## config.mk

```make
export PLATFORM = sky130hd
export DESIGN_NAME = md4_msg_padder
export DESIGN_NICKNAME = d
export VERILOG_FILES = /design/src/rtl/md4_msg_padder.sv
export SDC_FILE = /design/constraint.sdc
export NUM_CORES = 2
export LEC_CHECK = 0
export ABC_CLOCK_PERIOD_IN_PS = 28700
export CAP_MARGIN = 20
export CORE_MARGIN = 1
export CORE_UTILIZATION = 53
export DETAILED_ROUTE_END_ITERATION = 8
export GPL_TIMING_DRIVEN = 1
export HOLD_SLACK_MARGIN = 0.03
export PLACE_DENSITY = 0.81
export SLEW_MARGIN = 0
export SYNTH_ARGS = -nofsm -noshare
export SYNTH_HDL_FRONTEND = slang
export SYNTH_SLANG_ARGS = --single-unit
export TNS_END_PERCENT = 100
```

## constraint.sdc

```tcl
create_clock -name clk -period 28.7 [get_ports clk]
set_clock_uncertainty 0.2 [all_clocks]
set_input_delay 5.74 -clock clk [delete_from_list [all_inputs] [get_ports clk]]
set_output_delay 5.74 -clock clk [all_outputs]
set_load 0.005 [all_outputs]
```

## src/rtl/md4_msg_padder.sv

```systemverilog
// MD4 message padder: packs a byte stream into 512-bit blocks and appends
// 0x80, zero fill and the 64-bit little-endian bit length.
module md4_msg_padder #(
  parameter int CNT_W = 61
) (
  input  logic         clk,
  input  logic         rst,
  input  logic         in_valid,
  output logic         in_ready,
  input  logic [7:0]   in_data,
  input  logic         in_last,
  input  logic         in_empty,
  output logic         out_valid,
  input  logic         out_ready,
  output logic [511:0] out_block,
  output logic         out_first,
  output logic         out_final
);

  typedef enum logic [1:0] {FILL, HOLD, HOLD_X} state_e;

  state_e             state_q, state_d;
  logic [511:0]       blk_q, blk_d;
  logic [6:0]         idx_q, idx_d;
  logic [CNT_W-1:0]   cnt_q, cnt_d;
  logic               first_q, first_d;
  logic               pend_q, pend_d;
  logic               x80_q, x80_d;
  logic               ofirst_q, ofirst_d;
  logic               ofinal_q, ofinal_d;

  logic               accept, wr_data, last_beat, blk_full;
  logic [6:0]         pos;
  logic [CNT_W-1:0]   cnt_inc;
  logic [63:0]        len_new, len_cur;

  assign accept    = in_valid & in_ready;
  assign wr_data   = accept & ~(in_last & in_empty);
  assign last_beat = accept & in_last;
  assign blk_full  = wr_data & ~in_last & (idx_q == 7'd63);
  assign pos       = idx_q + 7'(wr_data);
  // The length must include a byte written in the same cycle as in_last.
  assign cnt_inc   = cnt_q + CNT_W'(wr_data);
  assign len_new   = 64'({cnt_inc, 3'b000});
  assign len_cur   = 64'({cnt_q, 3'b000});

  always_ff @(posedge clk or posedge rst) begin
    if (rst) state_q <= FILL;
    else     state_q <= state_d;
  end

  always_comb begin
    state_d = state_q;
    case (state_q)
      FILL:    if (last_beat || blk_full) state_d = HOLD;
      HOLD:    if (out_ready) state_d = pend_q ? HOLD_X : FILL;
      HOLD_X:  if (out_ready) state_d = FILL;
      default: state_d = FILL;
    endcase
  end

  always_comb begin
    in_ready  = (state_q == FILL) && !rst;
    out_valid = (state_q != FILL);
    out_block = blk_q;
    out_first = ofirst_q;
    out_final = ofinal_q;
  end

  always_comb begin
    blk_d    = blk_q;
    idx_d    = idx_q;
    cnt_d    = cnt_q;
    first_d  = first_q;
    pend_d   = pend_q;
    x80_d    = x80_q;
    ofirst_d = ofirst_q;
    ofinal_d = ofinal_q;
    case (state_q)
      FILL: begin
        for (int i = 0; i < 64; i++) begin
          if (wr_data && (7'(i) == idx_q)) blk_d[8*i +: 8] = in_data;
          if (last_beat) begin
            if (7'(i) == pos)                 blk_d[8*i +: 8] = 8'h80;
            else if ((7'(i) > pos) && i < 56) blk_d[8*i +: 8] = 8'h00;
            if ((pos <= 7'd55) && i >= 56)    blk_d[8*i +: 8] = len_new[8*(i-56) +: 8];
          end
        end
        idx_d = pos;
        cnt_d = cnt_inc;
        if (last_beat) begin
          ofirst_d = first_q;
          if (pos <= 7'd55) begin
            ofinal_d = 1'b1;
            pend_d   = 1'b0;
          end else begin
            ofinal_d = 1'b0;
            pend_d   = 1'b1;
            x80_d    = (pos == 7'd64);
          end
        end else if (blk_full) begin
          ofirst_d = first_q;
          ofinal_d = 1'b0;
        end
      end
      HOLD: if (out_ready) begin
        if (pend_q) begin
          blk_d    = {len_cur, 440'd0, (x80_q ? 8'h80 : 8'h00)};
          ofinal_d = 1'b1;
          ofirst_d = 1'b0;
          first_d  = 1'b0;
        end else begin
          // A completed message re-arms first; a mid-message block clears it.
          if (ofinal_q) cnt_d = '0;
          first_d = ofinal_q;
          blk_d   = '0;
          idx_d   = '0;
        end
      end
      HOLD_X: if (out_ready) begin
        blk_d   = '0;
        idx_d   = '0;
        cnt_d   = '0;
        pend_d  = 1'b0;
        first_d = 1'b1;
      end
      default: ;
    endcase
  end

  always_ff @(posedge clk or posedge rst) begin
    if (rst) begin
      blk_q    <= '0;
      idx_q    <= '0;
      cnt_q    <= '0;
      first_q  <= 1'b1;
      pend_q   <= 1'b0;
      x80_q    <= 1'b0;
      ofirst_q <= 1'b0;
      ofinal_q <= 1'b0;
    end else begin
      blk_q    <= blk_d;
      idx_q    <= idx_d;
      cnt_q    <= cnt_d;
      first_q  <= first_d;
      pend_q   <= pend_d;
      x80_q    <= x80_d;
      ofirst_q <= ofirst_d;
      ofinal_q <= ofinal_d;
    end
  end

endmodule

```

; Word level (Yosys, flattened, before mapping)
; Index checks and enable logic that the tools add are counted.
[word_totals]
register_bits = 587
inputBits = 14
out_inout_bits = 516
[classes]
addsub = 2
magnitude_cmp = 57
n_eq_ne = 138
muxes = 294
n_bitwise = 9
reduce_logical = 83
[ops]
columns = cell, count
row1 = two-way mux 8 bit, 257
row2 = two-way mux 512 bit, 3
row3 = case mux 512 bit (3 select lines), 1
row4 = "equality test 6 x 7 -> 1 bit, first input constant", 64
row5 = two-way mux 61 bit, 4
row6 = "equality test 5 x 7 -> 1 bit, first input constant", 32
row7 = case mux 61 bit (3 select lines), 1
row8 = "> comparator 6 x 7 -> 1 bit, first input constant", 24
row9 = "equality test 4 x 7 -> 1 bit, first input constant", 16
row10 = "> comparator 5 x 7 -> 1 bit, first input constant", 16
row11 = logical AND 1 bit, 65
row12 = adder 61 x 1 -> 61 bit, 1
row13 = "equality test 3 x 7 -> 1 bit, first input constant", 8
row14 = "> comparator 4 x 7 -> 1 bit, first input constant", 8
row15 = "equality test 2 x 7 -> 1 bit, first input constant", 4
row16 = "> comparator 3 x 7 -> 1 bit, first input constant", 4
row17 = two-way mux 7 bit, 3
row18 = case mux 7 bit (3 select lines), 1
row19 = two-way mux 1 bit, 15
row20 = AND reduction 3 bit, 5
row21 = "equality test 1 x 7 -> 1 bit, first input constant", 2
row22 = "> comparator 1 x 7 -> 1 bit, first input constant", 2
row23 = "> comparator 2 x 7 -> 1 bit, first input constant", 2
row24 = logical NOT 7 bit, 2
row25 = 20 further kinds, 43

; Logic depth before layout (Yosys ltp)
[logic_depth]
word_depth = 10
depth_mapped = 18

; Worst setup path before layout
; OpenSTA, ideal clock, no wires.
[synth_path]
path_kind = input-to-output
from = in rst
to = out in_ready
arrival_ns = 5.846
slack_ns = 16.914
stages = 1
n_path_buf = 0
path_cell_list = nor2_1
[synth_between]
elab_chain_len = 2
[synth_lines]
columns = item, line
row1 = from (decl), 7  ; input logic rst,
row2 = logical NOT 1 bit (no line), n/a
row3 = logical AND 1 bit, 63  ; in_ready = (state_q == FILL) && !rst;
row4 = to (decl), 9  ; output logic in_ready,
; No other way between the ends.

; Final worst setup path
; Ends and elaborated chain as after synthesis.

==> impl_metrics.tcl <==
set metrics [dict create \
    run_status "finished, final reports clean" \
    fillerInstances 3974 \
    gr-usage-all-layers_pct 40.4 \
    relSlewSlack_pct 21.2 \
    slew_violations 0 \
    cts_tree "done" \
    clk_pin_slew_ns 0.07 \
    power.density_nw_per_um2 66.7 \
    ios 530 \
    n_antenna_cell 0 \
    cts_resized 0 \
    rsz0062_at_grt "no" \
    ys_types 101 \
    coreArea_um2 54100 \
    worstSetupEndpointType "output port" \
    grt_pass1_vias 26288 \
    fin_crit_sh_pct 45.1 \
    initial_utilization_pct 54.1 \
    wl_um 115000 \
    post-cts-setup-buffers 0 \
    syn-mean-instance-area_um2 10.4 \
    drtPass1Iterations 6 \
    ir_drop_mv 0.0823 \
    post-place-ws_ns 15.78 \
    cts_htree_levels 2 \
    grt_pass1_wl_um 172000 \
    ant_nets 0 \
    synth-edff-count 0 \
    setup_slack_ns 15.77 \
    cts_root_buf "clkbuf_16" \
    cp-start-kind "input pin" \
    synth_area_um2 29300 \
    yosys_warnings 0 \
    routabilityCongestion 1.02 \
    syn-instance-count 2823 \
    syn-num-nets 2846 \
    finalSetupViolCount 0 \
    wl_per_cell_um 28.8 \
    num-nets-final 3282 \
    drcViolationCount 0 \
    tns_ns 0 \
    dp_hpwl_um 79600 \
    fp.dieW_um 237 \
    finalInstanceArea_um2 37000 \
    cts_buffers 60 \
    p_leak_nw 15.5 \
    r2r_cells 13 \
    vias_per_cell 6.87 \
    initialDrtViolationCount 3069 \
    hold_ws_ns 0.283 \
    port_buffers 529 \
    clk_path_buf_depth 3 \
    drive_above_1_share_pct 9.47 \
    hold_buffers 0 \
    die-area_um2 56200 \
    die_y_um 237 \
    clock_sinks 587 \
    clock.fmax_mhz 77.3 \
    placed_area_um2 34800 \
    clk_latency_ns 0.65 \
    period_needed_ns 12.93 \
    arrival_ns 6.99 \
    grt_max_degree 127 \
    tightest_slew_ns 1.17 \
    synthArstFlopShare_pct 100 \
    syn2layout_area_growth_pct 26.5 \
    final_hold_viol_count 0 \
    crit_type "input pin to output port" \
    max_cap_viol_count 0 \
    row_count 85 \
    antenna_found_initial 0 \
    hp-class "flip-flop to flip-flop" \
    min_path_cells 2 \
    critPathRequiredTime_ns 22.76 \
    num_vias 27486 \
    synth-seq-cells 587 \
    worstPathMaxFanout 4 \
    ys.flop_type "dfrtp_1" \
    seq_area_frac_synth_pct 50.2 \
    grt-ovfl-total 0 \
]
[placed cells by master (no fill, tap or decap), types with 32 or more instances in the layout]
master           synthesis  routed
o21ai_0                150     150
xnor2_1                 32      32
mux2i_1                 71      71
nor3_1                  59      59
clkdlybuf4s50_1          0     521
a21oi_1                 84      84
nand3_1                102     102
dfrtp_1                586     585
o211ai_1                65      65
a22o_1                 378     378
o31ai_1                 41      41
clkbuf_16                0      61
nand2_1                282     281
nor2_1                 248     246
buf_4                   10      47
[sequential cells by signal (all words and copies together), names as in the netlist]
signal     flops
cnt_q         61
first_q        1
idx_q          7
out_block    512
out_final      1
out_first      1
pend_q         1
state_q        2
x80_q          1
[cells in the mapped netlist (all sizes together) (28+ instances only)]
| master | instances | area share [%] |
|---|---|---|
| o211ai | 67 | 1.8 |
| nor2 | 252 | 3.3 |
| xnor2 | 34 | 1.1 |
| nand3 | 107 | 2.0 |
| mux2i | 71 | 2.4 |
| dfrtp | 586 | 50 |
| o21ai | 169 | 3.0 |
| buf | 71 | 1.4 |
| nand2 | 288 | 3.7 |
| a21oi | 88 | 1.6 |
| o22ai | 28 | 0.62 |
| nor3 | 79 | 1.7 |
| nor4 | 44 | 1.8 |
| o31ai | 67 | 2.3 |
| a22o | 378 | 11 |
| clkbuf | 137 | 1.8 |
[critical path, stage by stage]
cell,delay [ns]
clkdlybuf4s50_1,0.53
nor2_1,0.18
clkdlybuf4s50_1,0.54
[per-layer routing]
metal	wire, µm	track usage, %	vias to the layer above
li1	-	-	11472
met2	52600	63.3	1879
met3	12900	10.1	430
met5	0	0	-
met1	42800	51.7	13705
met4	7040	21.4	0
[through the flow]
step,util (%),total power [mW],cells
global route,68.4,2.54,4002
global placement,64.3,1.60,3887
finish,68.4,2.47,4002
detailed placement,64.3,1.62,3887
CTS,68.2,2.44,3996
floorplan,-,1.34,2823
[layout make-up]
class                           instances  area [µm²]  share of cell area (%)
Sequential cell                       587       14700                    39.7
Clock buffer                           82        1710                    4.61
Inverter                               29         116                   0.314
Timing Repair Buffer                  582        5710                    15.4
Multi-Input combinational cell       1999       13500                    36.6
Tap cell                              696         871                    2.35
Clock inverter                         27         362                   0.977
[path summary, 6_finish.rpt]
| path | start | end | slack, ns |
|---|---|---|---|
| min in group asynchronous | rst | out_block[9] | 5.57 |
| hold reg to reg | out_block[311] | out_block[311] | 0.28 |
| setup reg to reg | state_q[1] | out_block[451] | 22.96 |
| hold / removal | out_block[311] | out_block[311] | 0.28 |
| max in group asynchronous | rst | out_block[92] | 20.39 |
| setup / recovery | rst | in_ready | 15.77 |
[power breakdown]
group / switching, mW / internal (mW) / total [mW]
clock: 0.350 / 0.480 / 0.831
combinational: 0.540 / 0.200 / 0.740
sequential: 0.0343 / 0.864 / 0.898
[cell families (layout without fill, tap and decap cells)]
| kind of cell | after synthesis | in the layout | share of synthesized area, % |
|---|---|---|---|
| AOI/OAI and AO/OA | 939 | 939 | 25.2 |
| xor gates and xnor gates | 61 | 61 | 1.88 |
| adders and majority gates | 9 | 9 | 0.385 |
| buffers and inverters | 237 | 720 | 3.58 |
| DFF | 587 | 587 | 50.2 |
| muxes | 81 | 81 | 2.83 |
| and+or+nand+nor | 909 | 909 | 15.9 |
Note: power is estimated with default switching activity, not from simulation.
==> edit: new RTL, same flow settings <==
The parameter `CNT_W` goes from 61 to 65.
--- a/src/rtl/md4_msg_padder.sv
+++ b/src/rtl/md4_msg_padder.sv
@@ -1,7 +1,7 @@
 // MD4 message padder: packs a byte stream into 512-bit blocks and appends
 // 0x80, zero fill and the 64-bit little-endian bit length.
 module md4_msg_padder #(
-  parameter int CNT_W = 61
+  parameter int CNT_W = 65
 ) (
   input  logic         clk,
   input  logic         rst,
Check against the original RTL: not settled (the Yosys comparison gave no result); the edit may change what the design does.
==> edit against the unedited design <==
- sequential share of layout area down 0.058 points
- setup slack got worse by 140 ps
- sequential cell count unchanged
- synthesized area decreased by 0.10%
- via count increased by 0.59%
- wire length is 1.2% higher
- power rose by 0.39%
- final area grew 0.14%
- first-iteration DRC count shrank 2.7%
- largest cell class unchanged
==> edit: results (changes against the unedited design) <==
Run status:
- Result of the run: completed (unchanged).

Power:
- The leakage power of the design is 16.31 nW (was 15.48 nW).
- The net load switching power came to 0.9185 mW (was 0.9243 mW).
- The worst supply voltage drop on vdd is 69.32 uV (was 82.30 uV).

Placement:
- The post-placement cell count is 3,889 (was 3,887).
- The final weighted congestion in routability-driven placement came to 1.009 (was 1.021).
- The total of buffers placed on input and output ports is 529 (unchanged).
- The HPWL reported at the end of detailed placement came to 78,770 um (was 79,610 um).
- The instance area at placement was 34,930 um2 (was 34,830 um2).
- The post-placement setup slack is 15,620 ps (was 15,780 ps).

Worst setup path:
- The worst-path maximum fanout is 5 (was 4).
- The signal arrival time at the worst endpoint is 7130 ps (was 6990 ps).

CTS:
- The maximum level of the CTS H-tree came to 2 (unchanged).
- The CTS buffer count is 59 (was 60).
- The buffer cell driving the clock tree root is clkbuf_16 (unchanged).
- The number of setup buffers added after CTS is 0 (unchanged).
- The clock reaches the later pin of the worst-skew pair after 640 ps.
- The post-cts resize count is 0 (unchanged).
- The CTS clock-pin slew for the worst setup and hold paths came to 70 ps (about the same).
- The worst-case clock buffer depth is 3 (unchanged).

Logic synthesis:
- The average cell area after synthesis was 10.36 um2 (was 10.37 um2).
- Largest cells by area after synthesis: dfrtp_1 (50%), a22o_1 (11%), mux2i_1 (3.7%) (was dfrtp_1 (50%), a22o_1 (11%), nand2_1 (3.6%)).
- The total of warnings raised by yosys is 0 (unchanged).
- The share of flip-flops with an asynchronous set or reset after synthesis is 1.000 (unchanged).
- The net count of the mapped netlist is 2,845 (was 2,846).
- The register area share after synthesis is 0.5026 (was 0.5021).
- Top cells by instance count after synthesis: dfrtp_1 (586), a22o_1 (383), nor2_1 (250) (was dfrtp_1 (586), a22o_1 (378), nand2_1 (282)).
- The number of different library cells in the post-synthesis netlist is 102 (was 101).

Finish:
- The number of flip-flops in the largest register is 512 (unchanged).
- The number of nets in the layout is 3,281 (was 3,282).
- The fraction of layout cells with a size suffix above 1 is 0.09580 (was 0.09468).
- The fill cell instance count of the final layout is 3,952 (was 3,974).

Detailed routing:
- The highest layer used for signal routing was met5 (was met4).
- The detailed-route wire length is 116,700 um (was 115,300 um).
- The routed length on met2 is 52,520 um (was 52,580 um).
- The post-route met1 wirelength is 44,210 um (was 42,810 um).
- The routed via count is 27,650 (was 27,490).
- The met3 routed wirelength is 13,060 um (was 12,900 um).
- The per-cell routed wire length came to 29.14 um (was 28.82 um).
- The number of violations reported at the end of detailed-routing iteration 0 was 2,986 (was 3,069).
- The first-pass detailed-route iteration total came to 8 (was 6).

Global route:
- The pin count of the biggest net entering global routing is 173 (was 127).
- The number of antenna violations at the first check in global routing is 1 (was 0).
- The number of global-route vias before repair is 27,040 (was 26,290).
- The global-route usage over all layers is 0.4098 (was 0.4036).
- The first-pass GRT wire length is 174,200 um (was 171,500 um).

Hold path:
- The class of the tightest hold or removal check was reg -> reg (unchanged).

STA:
- The headroom to the max-slew limit came to 0.2018 (was 0.2125).
edit: layer usage:
metal,track usage,vias up
li1,-,11490
met3,0.1085,451
met5,0,-
met4,0.2100,4
met1,0.5322,13780
met2,0.6330,1921
edit: layout make-up:
cell class                      instances  area (um2)  area share
Antenna cell                            1       2.502  0.00006753
Clock buffer                           84        1710     0.04616
Clock inverter                         28       385.4     0.01040
Inverter                               25       101.3    0.002735
Multi-Input combinational cell       1996       13580      0.3664
Sequential cell                       587       14690      0.3964
Tap cell                              696       870.8     0.02350
Timing Repair Buffer                  589        5718      0.1543
edit: worst max-delay path, cell delays in order:
cell and delay [ps]:
clkdlybuf4s50_1 520, nand2b_2 300, inv_1 80, clkdlybuf4s50_1 490
edit: cell families (layout without fill, tap and decap cells):
group | after synthesis | count (layout) | share of synthesized area
AO/OA/AOI/OAI | 924 | 924 | 0.2419
XOR/XNOR | 62 | 62 | 0.01909
adder cells (fa/ha/maj) | 9 | 9 | 0.003852
buffers and inverters | 239 | 726 | 0.03501
flip-flops | 587 | 587 | 0.5026
multiplexers | 125 | 125 | 0.04349
other | 0 | 1 | 0
AND/OR/NAND/NOR | 876 | 876 | 0.1541
edit: worst paths after layout:
path	from	cells after the start	to	slack [ps]
setup / recovery	rst	4	in_ready	15630
hold / removal	out_block[87]	1	out_block[87]	290
setup reg to reg	state_q[1]	13	out_block[490]	22470
hold reg to reg	out_block[87]	1	out_block[87]	290
max in group asynchronous	rst	4	out_block[202]	20220
min in group asynchronous	rst	2	cnt_q[56]	5550
edit: power groups by stage:
stage                     combinational [mW]  sequential (mW)  clock, mW
final                                  0.738            0.904      0.837
after global routing                   0.776            0.907      0.875
after floorplan                        0.432            0.909          0
after global placement                 0.693            0.915          0
after CTS                              0.716            0.902      0.839
after detailed placement               0.710            0.917          0
